--- config.mk ---
export PLATFORM = sky130hd
export DESIGN_NAME = btn_debounce
export DESIGN_NICKNAME = d
export VERILOG_FILES = /design/src/rtl/otter_io_pkg.sv /design/src/rtl/btn_debounce_ch.sv /design/src/rtl/btn_debounce.sv
export SDC_FILE = /design/constraint.sdc
export NUM_CORES = 1
export LEC_CHECK = 0
export ABC_CLOCK_PERIOD_IN_PS = 6600
export CAP_MARGIN = 0
export CORE_MARGIN = 1.5
export CORE_UTILIZATION = 60
export DETAILED_ROUTE_END_ITERATION = 10
export PLACE_DENSITY = 0.78
export SKIP_LAST_GASP = 1
export SLEW_MARGIN = 20
export SYNTH_ARGS = -nofsm -noshare
export SYNTH_HDL_FRONTEND = slang
export SYNTH_SLANG_ARGS = --single-unit
--- constraint.sdc ---
create_clock -name clk -period 6.6 [get_ports clk]
set_input_delay 0.99 -clock clk [delete_from_list [all_inputs] [get_ports clk]]
set_output_delay 0.99 -clock clk [all_outputs]
set_load 0.02 [all_outputs]
--- src/rtl/otter_io_pkg.sv ---
// Shared types and constants for the OTTER board I/O conditioning logic.
// Used by btn_debounce and its per-channel filter.
package otter_io_pkg;

  typedef enum logic [1:0] {
    IDLE         = 2'd0,
    PRESS_WAIT   = 2'd1,
    PRESSED      = 2'd2,
    RELEASE_WAIT = 2'd3
  } btn_state_t;

  localparam int unsigned BTN_RST_IDX = 4;

  // 5 ms of stable input at 100 MHz
  localparam int unsigned DEBOUNCE_DEFAULT = 500_000;

endpackage

--- src/rtl/btn_debounce_ch.sv ---
// One button channel: 2-flop synchronizer, stable-count filter FSM.
// Release pulse register exists only with BTN_DEBOUNCE_RELEASE_PULSE_EN.
module btn_debounce_ch
  import otter_io_pkg::*;
#(
  parameter int unsigned DEBOUNCE_CYCLES = DEBOUNCE_DEFAULT
) (
  input  logic clk,
  input  logic rst,
  input  logic raw,
  output logic level,
  output logic press,
  output logic rel
);

  localparam int unsigned CW = $clog2(DEBOUNCE_CYCLES + 1);
  localparam logic [CW-1:0] CNT_LAST = CW'(DEBOUNCE_CYCLES - 1);
  localparam logic [CW-1:0] CNT_ONE  = CW'(1);

  logic s1;
  logic s2;

  btn_state_t state;
  btn_state_t state_n;

  logic [CW-1:0] cnt;
  logic [CW-1:0] cnt_n;

  logic level_n;
  logic press_n;
  logic done;

  always_ff @(posedge clk or posedge rst) begin
    if (rst) begin
      s1 <= 1'b0;
      s2 <= 1'b0;
    end else begin
      s1 <= raw;
      s2 <= s1;
    end
  end

  always_ff @(posedge clk or posedge rst) begin
    if (rst) begin
      state <= IDLE;
      cnt   <= '0;
      level <= 1'b0;
      press <= 1'b0;
    end else begin
      state <= state_n;
      cnt   <= cnt_n;
      level <= level_n;
      press <= press_n;
    end
  end

  assign done = (cnt == CNT_LAST);

  always_comb begin
    state_n = state;
    cnt_n   = cnt;
    press_n = 1'b0;
    unique case (state)
      IDLE: begin
        if (s2) begin
          state_n = PRESS_WAIT;
          cnt_n   = CNT_ONE;
        end
      end
      PRESS_WAIT: begin
        if (!s2) begin
          state_n = IDLE;
          cnt_n   = '0;
        end else if (done) begin
          state_n = PRESSED;
          cnt_n   = '0;
          press_n = 1'b1;
        end else begin
          cnt_n = cnt + CNT_ONE;
        end
      end
      PRESSED: begin
        if (!s2) begin
          state_n = RELEASE_WAIT;
          cnt_n   = CNT_ONE;
        end
      end
      RELEASE_WAIT: begin
        if (s2) begin
          state_n = PRESSED;
          cnt_n   = '0;
        end else if (done) begin
          state_n = IDLE;
          cnt_n   = '0;
        end else begin
          cnt_n = cnt + CNT_ONE;
        end
      end
      default: begin
        state_n = IDLE;
        cnt_n   = '0;
      end
    endcase
    level_n = (state_n == PRESSED) ||
              (state_n == RELEASE_WAIT);
  end

`ifdef BTN_DEBOUNCE_RELEASE_PULSE_EN
  always_ff @(posedge clk or posedge rst) begin
    if (rst) begin
      rel <= 1'b0;
    end else begin
      rel <= (state == RELEASE_WAIT) && !s2 && done;
    end
  end
`else
  assign rel = 1'b0;
`endif

endmodule

--- src/rtl/btn_debounce.sv ---
// Push-button conditioner: N_BTNS independent debounce channels.
// Optional release pulses: BTN_DEBOUNCE_RELEASE_PULSE_EN.
module btn_debounce
  import otter_io_pkg::*;
#(
  parameter int unsigned N_BTNS          = 5,
  parameter int unsigned DEBOUNCE_CYCLES = DEBOUNCE_DEFAULT
) (
  input  logic              clk,
  input  logic              rst,
  input  logic [N_BTNS-1:0] btn_raw,
  output logic [N_BTNS-1:0] btn_level,
  output logic [N_BTNS-1:0] btn_press,
  output logic [N_BTNS-1:0] btn_release
);

  for (genvar i = 0; i < int'(N_BTNS); i++) begin : g_ch
    btn_debounce_ch #(
      .DEBOUNCE_CYCLES(DEBOUNCE_CYCLES)
    ) u_ch (
      .clk  (clk),
      .rst  (rst),
      .raw  (btn_raw[i]),
      .level(btn_level[i]),
      .press(btn_press[i]),
      .rel  (btn_release[i])
    );
  end

endmodule

==> impl_metrics.ini <==
[outcome]
outcome = complete, no violations

[route]
drc_errors = 0
vias = 5092
first_pass_iters = 5
wl_um = 12700
avgRoutedWirePerCell_um = 15.6
drt_iter0_markers = 380
via_per_inst = 6.29
antenna_left = 0

[logic_synthesis]
synth_top_cell_by_area = dfrtp_1
synth_top_area_frac = 0.484
ys_types = 60
yosys_warnings = 0
synth_common_cells = dfrtp_1, nor2_1, nand2_1, nand3_1
async_flop_share = 1.00
synth_edf_count = 0
synth_most_common_cell = dfrtp_1
syn_area_per_cell_sq_um = 9.77
synthTopCellsByArea = dfrtp_1, nor2_1, nand2_1
syn-cell-area_sq_um = 6470
syn_inst = 662
ys_ff_latch = 125
yosysSeqAreaShare = 0.484
synth_flop_cell = dfrtp_1

[global_routing]
grt_pass1_wl_um = 22800
grt_overflow = 0
antenna_found_initial = 0
grt_pass1_vias = 4866
grt.total_usage = 0.250
grt_start_max_net_pins = 76

[finish]
stdcell_area_sq_um = 7100
layout-drive-gt1-share = 0.0772
diodes = 0
fin_cells = 810
syn_to_final_growth_pct = 9.85
n_fill_cell = 784
final_nets = 674

[placement]
hpwl_um = 8170
dp_cells = 779
gp_congestion = 0.837
placed_area_sq_um = 6580
io_buffers = 16

[cts]
cts-root-buf = clkbuf_8
postCtsSetupBuffers = 0
cts_hold_buffers = 0
worstSkewPairLatency_ps = 530
tritoncts = built
h-tree-depth = 4
cts.sinks = 125
cts_buffer_depth = 2
cts_buffers = 17
clkTransAtPathRegs_ps = 50
cts_resized = 0

[timing]
post-route-period-util = 0.372
report.final.slew_viol_count = 0
setup_viol = 0
tightestPinTransition_ps = 1030
rsz0062_at_grt = no
setup_tns_ps = 0
hold_violations = 0
fmax_mhz = 408
clock_skew_ps = 5.77
relSlewSlack = 0.311
post-route-min-period_ps = 2450

[hold_path]
hp-class = reg2reg

[floorplanning]
dieArea_sq_um = 11400
core-area_sq_um = 10400
dieWidth_um = 107
rows = 37
fp.dieH_um = 107
io_pins = 22
start_util = 0.624

[critical_path]
crit_arrival_ps = 1460
cp-start-kind = register
critPathCaptureType = primary output
crit_fanout = 1
critPathKind = reg2out
path_buf_inv = 1
crit_required_ps = 5610
slowest_stage = clkdlybuf4s50_1
cpLargestDelayFamily = buffers and inverters
max_stage_delay_ps = 600
crit_chain = clkdlybuf4s50_1

[power_and_ir_drop]
power_density_nw_per_um2 = 248
vdd_drop_max_v = 0.000161
leakagePower_nw = 3.02

[run]
cap_violations = 0
[through the flow]
step,total power [mW],utilization,setup slack [ps],hold WS (ps)
CTS,1.78,0.685,4130,349
finish,1.76,0.685,4150,348
detailed placement,0.943,0.634,3680,338
global route,1.83,0.685,3960,351
global placement,0.935,0.634,3730,332
floorplan,0.916,-,2280,331
[flip-flops by register name (all words and copies together) (netlist names)]
signal	count
g_ch.u_ch.cnt	95
g_ch.u_ch.level	5
g_ch.u_ch.press	5
g_ch.u_ch.s1	5
g_ch.u_ch.s2	5
g_ch.u_ch.state	10
[logic make-up after synthesis]
family / synth area share
other: 0.000580
adder cells (fa/ha/maj): 0.00967
multiplexers: 0.0253
AO/OA/AOI/OAI: 0.146
AND/OR/NAND/NOR: 0.235
XOR/XNOR: 0.0542
buffers and inverters: 0.0453
flip-flops: 0.484
[cells in the final DEF, fill, tap and decap left out, drive strengths merged, types with 3 or more instances in the layout]
cell type        n
a21o             5
a21oi           34
a22o            21
a31oi           33
a41oi            7
and2             5
and3            15
and4             9
and4b            3
clkbuf          24
clkdlybuf4s50   16
clkinv           4
conb             5
dfrtp          125
ha               5
inv             11
mux2            11
mux2i            4
nand2           59
nand2b          11
nand3           43
nand4           21
nor2            62
nor3            19
nor3b            4
nor4            10
nor4b            7
o21a             3
o21ai           19
o31ai            3
or4b             3
xnor2           21
xor2            19
[cell type report]
type / instances / area [sq um] / area share
repair buffers: 18 / 175 / 0.0247
clock inverters: 7 / 65.1 / 0.00916
clock buffers: 24 / 460 / 0.0648
flip-flops and latches: 125 / 3130 / 0.440
inverters: 11 / 43.8 / 0.00616
multi-input cells: 489 / 3060 / 0.431
well taps: 136 / 170 / 0.0240
[power by group]
| part | switching, mW | total [mW] | internal (mW) |
|---|---|---|---|
| combinational | 0.0651 | 0.101 | 0.0355 |
| sequential | 0.0346 | 0.829 | 0.795 |
| clock | 0.320 | 0.833 | 0.514 |
[final timing paths]
check,from,endpoint,slack (ps),depth (start not counted)
min in group asynchronous,rst,g_ch[4].u_ch.press,890,2
max in group asynchronous,rst,g_ch[0].u_ch.s1,4370,3
hold reg to reg,g_ch[4].u_ch.s1,g_ch[4].u_ch.s2,350,0
setup / recovery,g_ch[2].u_ch.level,btn_level[2],4150,1
setup reg to reg,g_ch[1].u_ch.cnt[6],g_ch[1].u_ch.cnt[10],4190,5
hold / removal,g_ch[4].u_ch.s1,g_ch[4].u_ch.s2,350,0
[routing by layer]
layer / share of wire / global-route usage / up-vias
met5: 0 / 0 / -
met4: 0.016 / 0.100 / 0
met3: 0.051 / 0.0547 / 17
met2: 0.47 / 0.371 / 145
met1: 0.46 / 0.358 / 2505
li1: - / - / 2425
No activity file was read; power rests on OpenSTA's default activity.
